<file path="src/rtl/rcv_pkg.sv">
// Shared types and constants for the serial packet receive controller.
package rcv_pkg;

  typedef enum logic [3:0] {
    IDLE,
    START,
    SYNC_WAIT,
    SYNC_CHK,
    DATA_WAIT,
    STORE,
    EOP_WAIT,
    ERR_DRAIN,
    ERR_EOP_WAIT,
    EIDLE
  } rcv_state_t;

  localparam logic [7:0] SYNC_DEFAULT = 8'h80;

endpackage

</file>
<file path="src/rtl/rcv_ctrl.sv">
// Receive control FSM: sequences the bit/byte timer, validates SYNC,
// strobes FIFO writes per data byte and flags framing errors.
module rcv_ctrl
  import rcv_pkg::*;
#(
  parameter logic [7:0] SYNC_BYTE = SYNC_DEFAULT
) (
  input  logic       clk,
  input  logic       rst,
  input  logic       d_edge,
  input  logic       eop,
  input  logic       shift_enable,
  input  logic       byte_received,
  input  logic [7:0] rcv_data,
  output logic       rcving,
  output logic       w_enable,
  output logic       r_error,
  output logic       disable_timer
);

  rcv_state_t state_reg, state_next;
  logic [2:0] bit_cnt_reg;
  logic       eop_seen;

  // EOP is only meaningful when sampled on a bit strobe.
  assign eop_seen = shift_enable & eop;

  always_ff @(posedge clk) begin
    if (rst) begin
      state_reg <= IDLE;
    end else begin
      state_reg <= state_next;
    end
  end

  always_ff @(posedge clk) begin
    if (rst) begin
      bit_cnt_reg <= 3'd0;
    end else if (state_reg == START || state_reg == SYNC_CHK || state_reg == STORE) begin
      bit_cnt_reg <= 3'd0;
    end else if (state_reg == DATA_WAIT && shift_enable) begin
      bit_cnt_reg <= bit_cnt_reg + 3'd1;
    end
  end

  always_comb begin
    state_next = state_reg;
    unique case (state_reg)
      IDLE:         if (d_edge) state_next = START;
      START:        state_next = SYNC_WAIT;
      SYNC_WAIT: begin
        if (byte_received)  state_next = SYNC_CHK;
        else if (eop_seen)  state_next = ERR_EOP_WAIT;
      end
      SYNC_CHK:     state_next = (rcv_data == SYNC_BYTE) ? DATA_WAIT : ERR_DRAIN;
      DATA_WAIT: begin
        // A byte boundary takes priority over a coincident EOP.
        if (byte_received)  state_next = STORE;
        else if (eop_seen)  state_next = (bit_cnt_reg == 3'd0) ? EOP_WAIT : ERR_EOP_WAIT;
      end
      STORE:        state_next = DATA_WAIT;
      EOP_WAIT:     if (d_edge) state_next = IDLE;
      ERR_DRAIN:    if (eop_seen) state_next = ERR_EOP_WAIT;
      ERR_EOP_WAIT: if (d_edge) state_next = EIDLE;
      EIDLE:        if (d_edge) state_next = START;
      default:      state_next = IDLE;
    endcase
  end

  always_comb begin
    rcving        = 1'b0;
    w_enable      = 1'b0;
    r_error       = 1'b0;
    disable_timer = 1'b0;
    unique case (state_reg)
      IDLE:         disable_timer = 1'b1;
      START, SYNC_WAIT, SYNC_CHK, DATA_WAIT: rcving = 1'b1;
      STORE: begin
        rcving   = 1'b1;
        w_enable = 1'b1;
      end
      EOP_WAIT: begin
        rcving        = 1'b1;
        disable_timer = 1'b1;
      end
      ERR_DRAIN: begin
        rcving  = 1'b1;
        r_error = 1'b1;
      end
      ERR_EOP_WAIT: begin
        rcving        = 1'b1;
        r_error       = 1'b1;
        disable_timer = 1'b1;
      end
      EIDLE: begin
        r_error       = 1'b1;
        disable_timer = 1'b1;
      end
      default:      disable_timer = 1'b1;
    endcase
  end

endmodule

</file>
<file path="config.mk">
export PLATFORM = sky130hd
export DESIGN_NAME = rcv_ctrl
export DESIGN_NICKNAME = d
export VERILOG_FILES = /design/src/rtl/rcv_pkg.sv /design/src/rtl/rcv_ctrl.sv
export SDC_FILE = /design/constraint.sdc
export NUM_CORES = 1
export LEC_CHECK = 0
export BUFFER_PORTS_ARGS = -buffer_cell sky130_fd_sc_hd__buf_4
export CORE_AREA = 2 2 40 42
export CTS_CLUSTER_DIAMETER = 60
export DETAILED_ROUTE_END_ITERATION = 10
export DIE_AREA = 0 0 42 44
export GPL_ROUTABILITY_DRIVEN = 1
export PLACE_DENSITY = 0.71
export RECOVER_POWER = 100
export SLEW_MARGIN = 40
export SYNTH_ARGS = -nofsm -noshare
export SYNTH_HDL_FRONTEND = slang
export SYNTH_SLANG_ARGS = --single-unit
</file>
<file path="constraint.sdc">
create_clock -name clk -period 2.3 [get_ports clk]
set_clock_uncertainty 0.05 [all_clocks]
set_input_delay 0.115 -clock clk [delete_from_list [all_inputs] [get_ports clk]]
set_output_delay 0.115 -clock clk [all_outputs]
set_load 0.05 [all_outputs]
</file>
# [After elaboration in Yosys (flattened, before gate mapping)]
# Cells that the tools add are included.
[totals] wordCells=43 ff_bits=7 in_bits=14
[op_classes] n_bitwise=1 n_addsub=1 eq_ne=14 n_reduce_logical=11 mux=14
[ops] op="one-hot mux 4 bit (9 select lines)" n=1
[ops] op="2-to-1 mux 4 bit" n=8
[ops] op="== test 4 x 3 -> 1 bit, second input constant" n=4
[ops] op="== test 4 x 2 -> 1 bit, second input constant" n=2
[ops] op="== test 4 bit, second input constant" n=2
[ops] op="== test 8 bit, second input constant" n=1
[ops] op="OR reduction 8 bit" n=1
[ops] op="OR reduction 6 bit" n=1
[ops] op="== test 4 x 1 -> 1 bit, second input constant" n=1
[ops] op="logical NOT 4 bit" n=1
[ops] op="2-to-1 mux 1 bit" n=4
[ops] op="!= test 2 bit, second input constant" n=2
[ops] op="AND reduction 4 bit" n=1
[ops] op="OR reduction 2 bit" n=2
[ops] op="adder 3 x 1 -> 3 bit, second input constant" n=1
[ops] op="logical NOT 3 bit" n=1
[ops] op="!= test 3 bit, second input constant" n=1
[ops] op="OR reduction 3 bit" n=1
[ops] op="logical OR 1 bit" n=2
[ops] op="2-to-1 mux 2 bit" n=1
[ops] op="!= test 2 x 1 -> 1 bit, second input constant" n=1
[ops] op="bitwise AND 1 bit" n=1
[ops] op="logical AND 1 bit" n=1

# [Depth between registers and ports, before layout]
[depth] ltp_word=5 ltp_mapped=7 ltp_nobuf=7

# [Worst setup path after synthesis]
# Ideal clock, no wire load.
[synth_timing] path_kind="register to output" startpoint="register state_reg[2]" endpoint="output rcving" slack_ns=-0.122 path_buffers=2 path_stages_with_launch=6 arrival_ns=2.257 path_cell_list="dfxtp_1 buf_4 clkbuf_1 xor2_1 o21bai_1 o211ai_1"
[synth_between] elab_chain_cells=3
[synth_lines] item="from (decl)" line="rcv_ctrl.sv:21" rtl="rcv_state_t state_reg, state_next;"
[synth_lines] item="from (signal assigned)" line="rcv_ctrl.sv:32" rtl="state_reg <= state_next;"
[synth_lines] item="== test 4 x 1 -> 1 bit (tied with other cells)" line="rcv_ctrl.sv:75" rtl="unique case (state_reg)"
[synth_lines] item="OR reduction 8 bit (no line) *"
[synth_lines] item="2-to-1 mux 1 bit *" line="rcv_ctrl.sv:75"
[synth_lines] item="to (decl)" line="rcv_ctrl.sv:15" rtl="output logic rcving,"
# Every way passes the cells marked *; elsewhere a longest branch is shown, timed or not.

# [Worst setup path after layout]
[layout_timing] startpoint="register state_reg[3]" endpoint="register state_reg[2]"
[layout_between] elab_chain_cells=4
[layout_lines] item="== test 4 bit or logical NOT 4 bit (tied branches)" line="rcv_ctrl.sv:48" rtl="unique case (state_reg)"
[layout_lines] item="OR reduction 2 bit (no line)"
[layout_lines] item="!= test 2 x 1 -> 1 bit (no line)"
[layout_lines] item="AND reduction 4 bit (no line)"
# Several ways; a longest one is shown, not always the timed one.
# A chain may end at the register's enable or synchronous reset.

==> results.txt <==
----------------------------------------------------
[Detailed routing]
  Count of TritonRoute iterations in the first routing pass ... 4
  DRT iter0 DRCs ... 26
  Total via count after detailed routing ... 674
  Count of antenna-violating nets left after detailed routing ... 0
  Via-per-instance ratio ... between 5 and 6
  Post-Route WL ... 1470 um
  Routed wirelength normalized by instance count ... between 10 and 15 um
  Number of remaining DRC errors ... 0

[Worst setup path]
  Count of buffer and inverter cells on the critical path ... 0
  Crit. End Element ... register
  WS Path Type ... register to register
  Slowest Stage Delay on Critical Path ... between 500 and 600 ps
  Signal arrival time at the worst endpoint ... roughly 2200 ps
  Crit-path slowest cell ... sky130_fd_sc_hd__or4b_1
  Family of cells with the greatest summed delay on the critical path ... simple AND/OR/NAND/NOR gates
  Crit path launch type ... register
  Sequence of cells on the critical path ... or4b_1 > nor3b_1 > o21bai_1 > nor3_1 > o31a_1
  WP data required ... between 2000 and 2500 ps
  Critical path peak fanout ... 13

[Clocking]
  Number of buffers between clock root and the deepest sink ... 2
  Buffers inserted during post-CTS setup optimization ... 0
  Maximum level of the CTS H-tree ... 1
  Clock sink total ... 7
  Cell at the root of the clock tree ... sky130_fd_sc_hd__clkbuf_4
  Clock insertion delay at the later pin of the skew report ... 250 ps
  Clock buffers created by TritonCTS ... 3
  Clock transition time at the flip-flop clock pins of the worst setup and hold paths ... about 50 ps
  TritonCTS clock tree ... built

[Final layout]
  Number of nets in the final layout ... 123
  Final-layout fill cell count ... 139
  Layout cell share with drive strength beyond 1 ... around a quarter
  Flip-flop count of the largest register, all copies and words added ... 4
  Final antenna diode count ... 0
  Synthesis-to-layout area growth ... 26.61%
  Non-filler cells in the finished layout ... ~120

[STA]
  Final number of max-transition violations ... 0
  Actual transition at the worst max-transition pin ... 587.5 ps
  Final hold viol count ... 0
  Slew HR ... approximately 61%
  Period utilization ... between 90 and 100%
  Setup TNS ... 0 ps
  Setup repair after global routing missed its margin ... no
  Number of setup violations in the final report ... 0
  Maximum clock frequency ... 0.4775 GHz
  Min Clock Period, post-route ... between 2000 and 2500 ps

[Die]
  Number of top-level pins ... 18
  Floorplan die width ... between 40 and 50 um
  Initial Util ... 45.06%
  Standard-cell rows ... 14
  Area of the die ... around 0.0018 mm2
  Die height ... between 40 and 50 um
  Floorplan Core Area ... roughly 0.0014 mm2

[Flow run]
  Number of max-cap violations ... 0

[Placement]
  Number of buffers inserted by port buffering ... 17
  DP Wirelength ... ~1100 um
  Total placed cells including tap cells ... between 100 and 150
  Gp weighted congestion ... approximately 0.82

[Power and ir drop]
  Total power per unit cell area ... between 1000 and 1500 mW/mm2
  Static power due to leakage ... 0.0003231 uW
  Maximum resistive drop on vdd ... approximately 0.00052 V

[Synthesis]
  Sequential area share after synthesis ... 21.92%
  Cell type with the largest total area after synthesis ... sky130_fd_sc_hd__dfxtp_1
  Net count of the mapped netlist ... between 100 and 150
  Post-synthesis instance area ... 639.4 um2
  Number of distinct library cell variants in the gate-level netlist after synthesis ... 38
  Total of flip-flops plus latches after synthesis ... 7
  Cell count after synthesis ... 86
  Synth area leaders ... sky130_fd_sc_hd__dfxtp_1 (22%), sky130_fd_sc_hd__nor2_1 (6.5%), sky130_fd_sc_hd__nand2_1 (5.3%)
  Count of yosys warnings during synthesis ... 0
  Area share of the largest cell type after synthesis ... a little over a fifth
  Per-instance average area after synthesis ... roughly 7.4 um2

[Global route]
  Total grt overflow ... 0
  Number of global-route vias before repair ... 622
  Pin count of the biggest net entering global routing ... 15
  First-pass GRT wire length ... 2573 um
  GRT Overall Usage ... a little under a fifth
  Antenna violations before repair ... 0

[Min path]
  Path type of the worst min-delay path ... primary input to register

[Status]
  Outcome ... complete, no violations

----------------------------------------------------
-- final timing paths --
| kind | from | to | slack (ps) | cells after the start |
|---|---|---|---|---|
| setup / recovery | state_reg[3] | state_reg[2] | 210 | 5 |
| hold / removal | d_edge | state_reg[3] | 110 | 4 |
| setup reg to reg | state_reg[3] | state_reg[2] | 210 | 5 |
| hold reg to reg | bit_cnt_reg[1] | bit_cnt_reg[1] | 430 | 2 |
-- layer usage --
layer | global-route usage, % | wire length [um] | up-vias
met2 | 31.25 | 708 | 21
met5 | 0 | 0 | -
met1 | 22.39 | 655 | 301
li1 | - | - | 352
met3 | 7.500 | 107 | 0
met4 | 1.935 | 0 | 0
-- worst register-to-register path, cell delays in order (launching register included) --
cell,delay [ps]
sky130_fd_sc_hd__dfxtp_1,410
sky130_fd_sc_hd__or4b_1,590
sky130_fd_sc_hd__nor3b_1,320
sky130_fd_sc_hd__o21bai_1,240
sky130_fd_sc_hd__nor3_1,100
sky130_fd_sc_hd__o31a_1,270
-- cell usage in the layout, fill, tap and decap left out, types with 2 or more instances in the layout --
| cell | instances |
|---|---|
| sky130_fd_sc_hd__a21oi_1 | 2 |
| sky130_fd_sc_hd__buf_4 | 18 |
| sky130_fd_sc_hd__clkbuf_1 | 3 |
| sky130_fd_sc_hd__clkbuf_4 | 3 |
| sky130_fd_sc_hd__dfxtp_1 | 7 |
| sky130_fd_sc_hd__ha_1 | 2 |
| sky130_fd_sc_hd__inv_1 | 3 |
| sky130_fd_sc_hd__nand2_1 | 9 |
| sky130_fd_sc_hd__nand2b_1 | 3 |
| sky130_fd_sc_hd__nand3_1 | 3 |
| sky130_fd_sc_hd__nor2_1 | 11 |
| sky130_fd_sc_hd__nor2b_1 | 2 |
| sky130_fd_sc_hd__nor3_1 | 5 |
| sky130_fd_sc_hd__nor3b_1 | 3 |
| sky130_fd_sc_hd__nor4b_1 | 2 |
| sky130_fd_sc_hd__o21ai_0 | 3 |
| sky130_fd_sc_hd__xnor2_1 | 2 |
| sky130_fd_sc_hd__xor2_1 | 2 |
-- synthesized netlist by cell type --
| master | n |
|---|---|
| sky130_fd_sc_hd__or4b_4 | 1 |
| sky130_fd_sc_hd__o211ai_1 | 1 |
| sky130_fd_sc_hd__nor2b_1 | 2 |
| sky130_fd_sc_hd__nand2b_1 | 3 |
| sky130_fd_sc_hd__xnor2_1 | 2 |
| sky130_fd_sc_hd__a2111o_1 | 1 |
| sky130_fd_sc_hd__a21oi_1 | 2 |
| sky130_fd_sc_hd__mux2i_1 | 1 |
| sky130_fd_sc_hd__a221o_1 | 1 |
| sky130_fd_sc_hd__a22o_1 | 1 |
| sky130_fd_sc_hd__buf_6 | 1 |
| sky130_fd_sc_hd__o21bai_1 | 2 |
| sky130_fd_sc_hd__nor3_1 | 5 |
| sky130_fd_sc_hd__nand4bb_1 | 1 |
| sky130_fd_sc_hd__o21ai_0 | 3 |
| sky130_fd_sc_hd__xor2_1 | 2 |
| sky130_fd_sc_hd__nor3b_1 | 3 |
| sky130_fd_sc_hd__ha_1 | 2 |
| sky130_fd_sc_hd__o31ai_1 | 1 |
| sky130_fd_sc_hd__dfxtp_1 | 7 |
| sky130_fd_sc_hd__a21oi_2 | 1 |
| sky130_fd_sc_hd__nor4b_1 | 2 |
| sky130_fd_sc_hd__a211oi_1 | 1 |
| sky130_fd_sc_hd__inv_1 | 3 |
| sky130_fd_sc_hd__or3b_2 | 1 |
| sky130_fd_sc_hd__a21boi_0 | 1 |
| sky130_fd_sc_hd__nor2_1 | 11 |
| sky130_fd_sc_hd__nand4_1 | 1 |
| sky130_fd_sc_hd__clkbuf_1 | 4 |
| sky130_fd_sc_hd__o32a_1 | 1 |
| sky130_fd_sc_hd__or3b_1 | 1 |
| sky130_fd_sc_hd__a31oi_1 | 1 |
| sky130_fd_sc_hd__a22oi_1 | 1 |
| sky130_fd_sc_hd__nand3_1 | 3 |
| sky130_fd_sc_hd__o31a_1 | 1 |
| sky130_fd_sc_hd__nand3b_1 | 1 |
| sky130_fd_sc_hd__buf_4 | 1 |
| sky130_fd_sc_hd__nand2_1 | 9 |
-- per-stage QoR --
step	setup slack, ps	hold WS [ps]	instance area, um2	total power (uW)	util [%]
floorplan	211.1	127.4	643.1	647.9	-
finish	205.9	110.1	809.5	894.6	57.05
detailed placement	262.8	254.0	787.0	798.3	55.47
global route	97.69	131.2	809.5	967.2	57.05
CTS	250.4	95.16	823.3	918.0	58.02
global placement	356.5	254.5	787.0	800.2	55.47
-- cells by family (layout without fill, tap and decap cells) --
kind of cell	count (synthesis)	count (layout)	share of synthesized area, %
compound gates	19	19	22.12
xor+xnor	4	4	5.480
fa+ha+maj	2	2	3.913
buf+inv	9	29	7.045
flops	7	7	21.92
mux	1	1	1.566
simple gates	44	44	37.96
-- power by group --
part | internal, uW | switching [uW]
clock network | 66.3 | 47.1
logic | 233 | 370
registers | 147 | 31.2
-- repair_timing --
action,CTS,global route
hold buffers,1,0
resized for setup,0,0
hold endpoints to repair,1,0
-- final cells by class --
class                   count  area, um2  area share (%)
clock buffers               4      26.28           3.246
inverters                   3      11.26           1.391
multi-input cells          70      454.2           56.11
flip-flops and latches      7      140.1           17.31
well taps                  16      20.02           2.473
repair buffers             22      157.7           19.47
(Power assumes the default switching activity.)
